## src/rtl/pulse_sched.sv

```systemverilog
// Multi-channel timed pulse scheduler: per-channel {time, cmd} FIFOs released when qclk reaches the head timestamp.
// Build option: define PULSE_SCHED_LATE_DROP_EN to discard late heads silently instead of issuing them.

module pulse_sched_chan #(
    parameter int DATA_WIDTH  = 32,
    parameter int PULSE_WIDTH = 72,
    parameter int DEPTH       = 8
) (
    input  logic                   clk,
    input  logic                   reset,
    input  logic [DATA_WIDTH-1:0]  qclk,
    input  logic                   flush,
    input  logic                   push,
    input  logic [DATA_WIDTH-1:0]  push_time,
    input  logic [PULSE_WIDTH-1:0] push_cmd,
    output logic                   full,
    output logic                   empty,
    output logic [PULSE_WIDTH-1:0] cmd,
    output logic                   cstrobe,
    output logic                   late_err
);
    localparam int AW = $clog2(DEPTH);

    logic [AW:0]            wr_ptr, rd_ptr;
    logic [DATA_WIDTH-1:0]  time_mem [DEPTH];
    logic [PULSE_WIDTH-1:0] cmd_mem  [DEPTH];
    logic [DATA_WIDTH-1:0]  head_time, diff;
    logic [PULSE_WIDTH-1:0] head_cmd;
    logic                   match, late, pop, issue;

    // Extra pointer MSB separates full from empty when the index bits agree.
    assign empty = (wr_ptr == rd_ptr);
    assign full  = (wr_ptr[AW] != rd_ptr[AW]) && (wr_ptr[AW-1:0] == rd_ptr[AW-1:0]);

    assign head_time = time_mem[rd_ptr[AW-1:0]];
    assign head_cmd  = cmd_mem[rd_ptr[AW-1:0]];

    // Signed modular distance keeps the compare correct across qclk wrap.
    assign diff  = head_time - qclk;
    assign match = !empty && (diff == '0);
    assign late  = !empty && diff[DATA_WIDTH-1];
    assign pop   = match || late;

`ifdef PULSE_SCHED_LATE_DROP_EN
    assign issue = match;
`else
    assign issue = match || late;
`endif

    always_ff @(posedge clk) begin
        if (push) begin
            time_mem[wr_ptr[AW-1:0]] <= push_time;
            cmd_mem[wr_ptr[AW-1:0]]  <= push_cmd;
        end
    end

    always_ff @(posedge clk) begin
        if (reset) begin
            wr_ptr   <= '0;
            rd_ptr   <= '0;
            cmd      <= '0;
            cstrobe  <= 1'b0;
            late_err <= 1'b0;
        end else if (flush) begin
            wr_ptr  <= '0;
            rd_ptr  <= '0;
            cstrobe <= 1'b0;
        end else begin
            if (push)
                wr_ptr <= wr_ptr + (AW+1)'(1);
            if (pop)
                rd_ptr <= rd_ptr + (AW+1)'(1);
            cstrobe <= issue;
            if (issue)
                cmd <= head_cmd;
            if (late)
                late_err <= 1'b1;
        end
    end
endmodule

module pulse_sched #(
    parameter  int DATA_WIDTH  = 32,
    parameter  int PULSE_WIDTH = 72,
    parameter  int N_CHAN      = 4,
    parameter  int DEPTH       = 8,
    localparam int CHAN_W      = (N_CHAN > 1) ? $clog2(N_CHAN) : 1
) (
    input  logic                          clk,
    input  logic                          reset,
    input  logic [DATA_WIDTH-1:0]         qclk,
    input  logic                          flush,
    input  logic                          in_valid,
    output logic                          in_ready,
    input  logic [DATA_WIDTH-1:0]         in_time,
    input  logic [PULSE_WIDTH-1:0]        in_cmd,
    input  logic [CHAN_W-1:0]             in_chan,
    output logic [N_CHAN*PULSE_WIDTH-1:0] cmd_out,
    output logic [N_CHAN-1:0]             cstrobe_out,
    output logic [N_CHAN-1:0]             chan_full,
    output logic [N_CHAN-1:0]             chan_empty,
    output logic [N_CHAN-1:0]             late_err
);
    logic [N_CHAN-1:0][PULSE_WIDTH-1:0] cmd_q;
    logic [N_CHAN-1:0]                  push;
    logic                               sel_full;

    // An unmatched (out-of-range) channel reads as full, so it is never accepted.
    always_comb begin
        sel_full = 1'b1;
        for (int c = 0; c < N_CHAN; c++)
            if (in_chan == CHAN_W'(c))
                sel_full = chan_full[c];
        in_ready = !reset && !flush && !sel_full;
    end

    assign cmd_out = cmd_q;

    for (genvar c = 0; c < N_CHAN; c++) begin : g_chan
        assign push[c] = in_valid && in_ready && (in_chan == CHAN_W'(c));

        pulse_sched_chan #(
            .DATA_WIDTH (DATA_WIDTH),
            .PULSE_WIDTH(PULSE_WIDTH),
            .DEPTH      (DEPTH)
        ) u_chan (
            .clk      (clk),
            .reset    (reset),
            .qclk     (qclk),
            .flush    (flush),
            .push     (push[c]),
            .push_time(in_time),
            .push_cmd (in_cmd),
            .full     (chan_full[c]),
            .empty    (chan_empty[c]),
            .cmd      (cmd_q[c]),
            .cstrobe  (cstrobe_out[c]),
            .late_err (late_err[c])
        );
    end
endmodule

```

## config.mk

```make
export PLATFORM = sky130hd
export DESIGN_NAME = pulse_sched
export DESIGN_NICKNAME = d
export VERILOG_FILES = /design/src/rtl/pulse_sched.sv
export SDC_FILE = /design/constraint.sdc
export NUM_CORES = 2
export LEC_CHECK = 0
export CAP_MARGIN = 20
export CORE_ASPECT_RATIO = 0.75
export CORE_MARGIN = 2
export CORE_UTILIZATION = 27
export DETAILED_ROUTE_END_ITERATION = 10
export GPL_TIMING_DRIVEN = 0
export PLACE_DENSITY = 0.42
export RECOVER_POWER = 25
export SKIP_LAST_GASP = 1
export SLEW_MARGIN = 20
export SYNTH_ARGS = -nofsm -noshare
export SYNTH_HDL_FRONTEND = slang
export SYNTH_HIERARCHICAL = 1
export SYNTH_SLANG_ARGS = --single-unit
```

## constraint.sdc

```tcl
create_clock -name clk -period 14.1 [get_ports clk]
set_clock_uncertainty 0.2 [all_clocks]
set_input_delay 2.82 -clock clk [delete_from_list [all_inputs] [get_ports clk]]
set_output_delay 2.82 -clock clk [all_outputs]
set_load 0.02 [all_outputs]
```

-- Word-level counts from Yosys, hierarchy flattened
Memory sizes are Yosys's and may differ from the RTL's. A register that Yosys moved wholly into a read port is not among the register bits.
Cells that the tools add are included.
- output and inout port bits: 305
- logic and storage cells: 116
- memories: 8
- bits of input ports: 142
- flip-flop bits (word level): 40
- bits in writable memories: 3328
- muxes and demuxes: 20
- eq/ne operators: 15
- reduce and logical (&&, ||, !) cells: 44
- bitwise logic cells: 1
- add/subtract/negate cells: 12
- memories (name ; depth ; bits a word ; read ports ; clocked after Yosys merged registers in ; write ports ; line ; RTL):
    g_chan[0].u_chan.cmd_mem ; 8 ; 72 ; 1 ; 1 ; 1 ; 26 ; logic [PULSE_WIDTH-1:0] cmd_mem [DEPTH];
    g_chan[1].u_chan.cmd_mem ; 8 ; 72 ; 1 ; 1 ; 1 ; 26 ;
    g_chan[2].u_chan.cmd_mem ; 8 ; 72 ; 1 ; 1 ; 1 ; 26 ;
    g_chan[3].u_chan.cmd_mem ; 8 ; 72 ; 1 ; 1 ; 1 ; 26 ;
    g_chan[0].u_chan.time_mem ; 8 ; 32 ; 1 ; 1 ; 1 ; 25 ; logic [DATA_WIDTH-1:0] time_mem [DEPTH];
    g_chan[1].u_chan.time_mem ; 8 ; 32 ; 1 ; 1 ; 1 ; 25 ;
    +2 memories ; - ; - ; - ; - ; - ; - ;
- operators by type and width (cell ; number):
    $logic_not 32->1 ; 4
    $sub 32x32->32 ; 4
    $add 4x1->4 const B ; 8
    $mux 3 ; 8
    $logic_and 1x1->1 ; 19
    $eq 4x4->1 ; 4
    $reduce_and 2->1 ; 8
    $eq 3x3->1 ; 4
    $mux 1 ; 12
    $logic_not 1->1 ; 7
    $eq 2x2->1 const B ; 2
    $logic_or 1x1->1 ; 4
    $ne 1x1->1 ; 4
    $eq 2x1->1 const B ; 1
    $logic_not 2->1 ; 1
    $reduce_or 2->1 ; 1
    $not 1->1 ; 1

-- Logic depth before layout (Yosys ltp)
- depth in word-level cells: 12
- gate-level depth with buffers: 20
- depth with buffers taken out: 13

-- By module
Netlist, hierarchy kept.
- by module, submodules not included (module ; cells each ; area an instance (sq um) ; sequential area each (sq um) ; times used):
    pulse_sched_chan (g_chan[0].u_chan ...) ; 1865 ; 37091.8 ; 26685.6 ; 2
    pulse_sched_chan (g_chan[3].u_chan) ; 1984 ; 37998.9 ; 26685.6 ; 1
    pulse_sched_chan (g_chan[2].u_chan) ; 1865 ; 37085.6 ; 26685.6 ; 1
    pulse_sched ; 8 ; 82.6 ; 0.0 ; 1

-- Least setup slack after synthesis
No wires, ideal clock.
- path type: input port to flip-flop
- start point: in reset
- end point: mem g_chan[0].u_chan.cmd_mem[1][0], enable pin
- data arrival time: 11.041 ns
- setup time: 0.694 ns
- required time: 13.206 ns
- stages on the path: 4
- path slack: 2.165 ns
- path buffers: 0
- cells stage by stage: or4b_1 nor3_1 nand2_1 nor3_1
- word-level cells in the longest chain between the ends: 7
- RTL lines (element ; line ; RTL):
    start, declared ; 90 ; input logic reset,
    $logic_not 1->1 ; 114 ; in_ready = !reset && !flush && !sel_full;
    $logic_and 1x1->1 (2 in a row) ; 114 ;
    $logic_and 1x1->1 (2 in a row) ; 120 ; assign push[c] = in_valid && in_ready && (in_chan == CHAN_W'(c));
    via push[0] ; 105 ; logic [N_CHAN-1:0] push;
    $mux 1 ; 51 ; if (push) begin
    $mux 1 (implied by the code) ; 53 ; cmd_mem[wr_ptr[AW-1:0]] <= push_cmd;
    end, declared ; 26 ;
The timed path passes the listed nets, and every way through them passes these cells.

-- Final worst setup path
- start point: in in_chan[0]
- end point: out in_ready
- word-level cells in the longest chain between the ends: 7
- elaborated cells on any way between the ends: 10
- classes of those cells: eq/ne (3); mux (4); reduce/logical (3)
- RTL lines (element ; line ; RTL):
    start, declared ; 97 ; input logic [CHAN_W-1:0] in_chan,
    $logic_not 2->1 ; 112 ; if (in_chan == CHAN_W'(c))
    $mux 1 (3 in a row) ; 112 ;
    $mux 1 * ; 112 ;
    $logic_not 1->1 * ; 114 ;
    $logic_and 1x1->1 * ; 114 ;
    end, declared ; 94 ; output logic in_ready,
Mark *: on every way between the ends. The rest lies on a longest branch, timed or not.

==> results.cfg <==
[cells_and_area]
nFillCells = 52600
multi_input_area_um2 = 39600
area_delta_synth_final_pct = 21.4
regArea_um2 = 107000
drive_above_1_share = 0.285
finalNetCount = 9080
final_common_cell = edfxtp_1
final_cell_area_um2 = 181000
layout_common_cells = edfxtp_1, mux4_2, clkbuf_16

[drt]
post-route-drc-count = 0
routedWlPerCell_um = 30.4
first_iter_violations = 8765
vias = 80700
ant_nets = 0
routed_wirelength_um = 503000
drt_first_pass_iters = 6
via_per_inst = 4.88

[synthesis]
seq_area_frac_synth = 0.715
syn_nets = 7861
synth_edf_count = 3328
syn_inst = 7587
synth_fa_ha_area_frac = 0.0111
synth.distinct_cells = 99
synth_xor_area_frac = 0.00475
synth.top_cell.area_share = 0.669
synthMuxAreaShare = 0.153
yosysTopAreaCell = edfxtp_1
avgSynthCellArea_um2 = 19.7
syn_area_um2 = 149000
synthTopCellsByArea = edfxtp_1, mux4_2, dfxtp_1, a211oi_2, mux2i_1
yosys_warnings = 6
yosys.area_share.simple = 0.0245
yosys_register_bits = 3668
synth_top_family_by_area = multiplexers
synth_ff_type = edfxtp_1
synth_compound_area_frac = 0.0702
async_reset_ff_frac = 0

[setup_path]
cp_max_fo = 5
path_class = in2out
endpoint_kind = output pin
crit_arrival_ps = 5120
start_kind = primary input
r2r_slack_ps = 6120
reg2regPathDepth = 18
r2r_end = g_chan[2].u_chan/cmd[58]$_SDFFE_PP0P_
required_ps = 11080

[job]
cap_violations = 40

[clocking]
cts-hold-fix-buffers = 0
cts_tree = yes
cts_max_path_buffers = 4
htree_levels = 5
ctsResizeCount = 0
post_cts_buffers = 0
clk_pin_slew_worst_paths_ps = 60
cts_buffers = 385
cts_num_sinks = 3668
clock_latency_ps = 1020
cts_root_buffer = clkbuf_16

[timing]
tightest_slew_ps = 1730
rsz0062_at_grt = no
setup_viol = 0
slew_headroom = -0.153
fin_setup_tns_ps = 0
finalCritPeriodShare = 0.577
setup_ws_ps = 5960
fmax_mhz = 123
finalCriticalPeriod_ps = 8140
finalHoldViolations = 0
slew_viol_final = 1190

[global_routing]
grt_pass1_wl_um = 685000
antenna_found_initial = 52
grt_start_max_net_pins = 33
grt_pass1_vias = 81700
overflow = 0
grt_usage = 0.174

[placement]
portBuffers = 446
place_area_um2 = 169000
dp_slack_ps = 5320
place.gp.congestion = 0.854
post-dp-hpwl_um = 370000

[power_and_ir_drop]
p_leak_nw = 55.0
powerDensity_nw_per_um2 = 125
vdd_ir_drop_max_v = 0.0000975

[floorplanning]
fp.dieH_um = 648
io_pins = 447
fp.dieW_um = 863
rows = 236
design.die.area_um2 = 559000
start_util = 0.271
core_um2 = 551000

[hold_path]
min_delay_path_depth = 2
hp-start = g_chan[1].u_chan/late_err$_SDFFE_PP0P_
whs_endpoint = g_chan[1].u_chan/late_err$_SDFFE_PP0P_
hold_class = reg2reg

[status]
outcome = finished, violations left
violations = capacitance limit, slew limit
==> flip-flops by register name, indices dropped and copies added (netlist names), named ones only <==
register                cells
g_chan.u_chan/rd_ptr       16
g_chan.u_chan/cmd_mem    2304
g_chan.u_chan/cmd         288
g_chan.u_chan/time_mem   1024
g_chan.u_chan/wr_ptr       16
g_chan.u_chan/cstrobe       4
g_chan.u_chan/late_err      4
==> report_power, final <==
part	internal, mW	total [mW]	switching, mW
registers	11.9	11.9	0.0103
logic	0.202	0.738	0.537
clock network	5.66	10.0	4.36
total	17.7	22.6	4.91
==> per-layer routing <==
layer	up-vias	track usage	wire (um)
met3	596	0.0261	28900
met1	43400	0.254	231000
met2	2480	0.269	225000
met5	-	0	89
li1	34200	-	-
met4	16	0.0542	17200
==> cell type report <==
type	count	share of cell area
clock buffers	507	0.0583
inverters	148	0.00306
well taps	7378	0.0509
multi-input cells	3276	0.218
flip-flops and latches	3668	0.589
plain buffers	495	0.0156
repair buffers	832	0.0558
diodes	15	0.000207
clock inverters	199	0.00937
==> synthesized netlist by cell type, types with 32 or more instances <==
cell type  instances
nand2_1          136
nand4_1           50
mux4_2           832
a211oi_2         281
buf_1             81
a221oi_2          70
nor3_1            47
buf_12            32
a21oi_1          122
a21o_1            38
dfxtp_1          340
a211oi_1         325
nor2b_1           92
ha_1             132
edfxtp_1        3328
buf_2             63
clkbuf_1         281
o21ai_0           77
mux2_2           124
nor2_1           145
or3_1             35
xnor2_1           62
inv_1            148
mux2i_1          268
==> cells by family (layout without fill, tap and decap cells) <==
group / after synthesis / after routing
compound gates: 1169 / 1169
xor+xnor: 81 / 81
fa+ha+maj: 132 / 132
buf+inv: 643 / 2181
flops: 3668 / 3668
mux: 1225 / 1225
other cells: 0 / 15
simple gates: 669 / 669
==> stage by stage <==
stage / std cells / power, mW / hold slack (ps) / utilization
after floorplan: 7587 / 12.5 / 256 / -
after global routing: 16500 / 23.4 / 315 / 0.329
final: 16500 / 22.6 / 290 / 0.329
after CTS: 16500 / 22.9 / 290 / 0.330
after detailed placement: 15800 / 12.9 / 263 / 0.307
after global placement: 15400 / 12.9 / 268 / 0.296
==> how the worst max path moves through the flow <==
stage	startpoint	endpoint	slack (ps)	cells after the start
final	in_chan[0]	in_ready	5960	4
after global routing	register	g_chan[2].u_chan/cmd[40]$_SDFFE_PP0P_	5650	18
after CTS	in_chan[0]	in_ready	5940	4
after detailed placement	qclk[11]	g_chan[2].u_chan/cmd[38]$_SDFFE_PP0P_	5320	16
after global placement	flush	g_chan[0].u_chan/cmd_mem[0][55]$_DFFE_PP_	-12790	5
after floorplan	reset	g_chan[0].u_chan/cmd_mem[1][0]$_DFFE_PP_	2170	4
==> critical path, stage by stage <==
cell and delay, ps:
clkdlybuf4s50_1 890, mux4_1 620, nor3_1 150, clkdlybuf4s50_1 640
(Power assumes the default switching activity.)
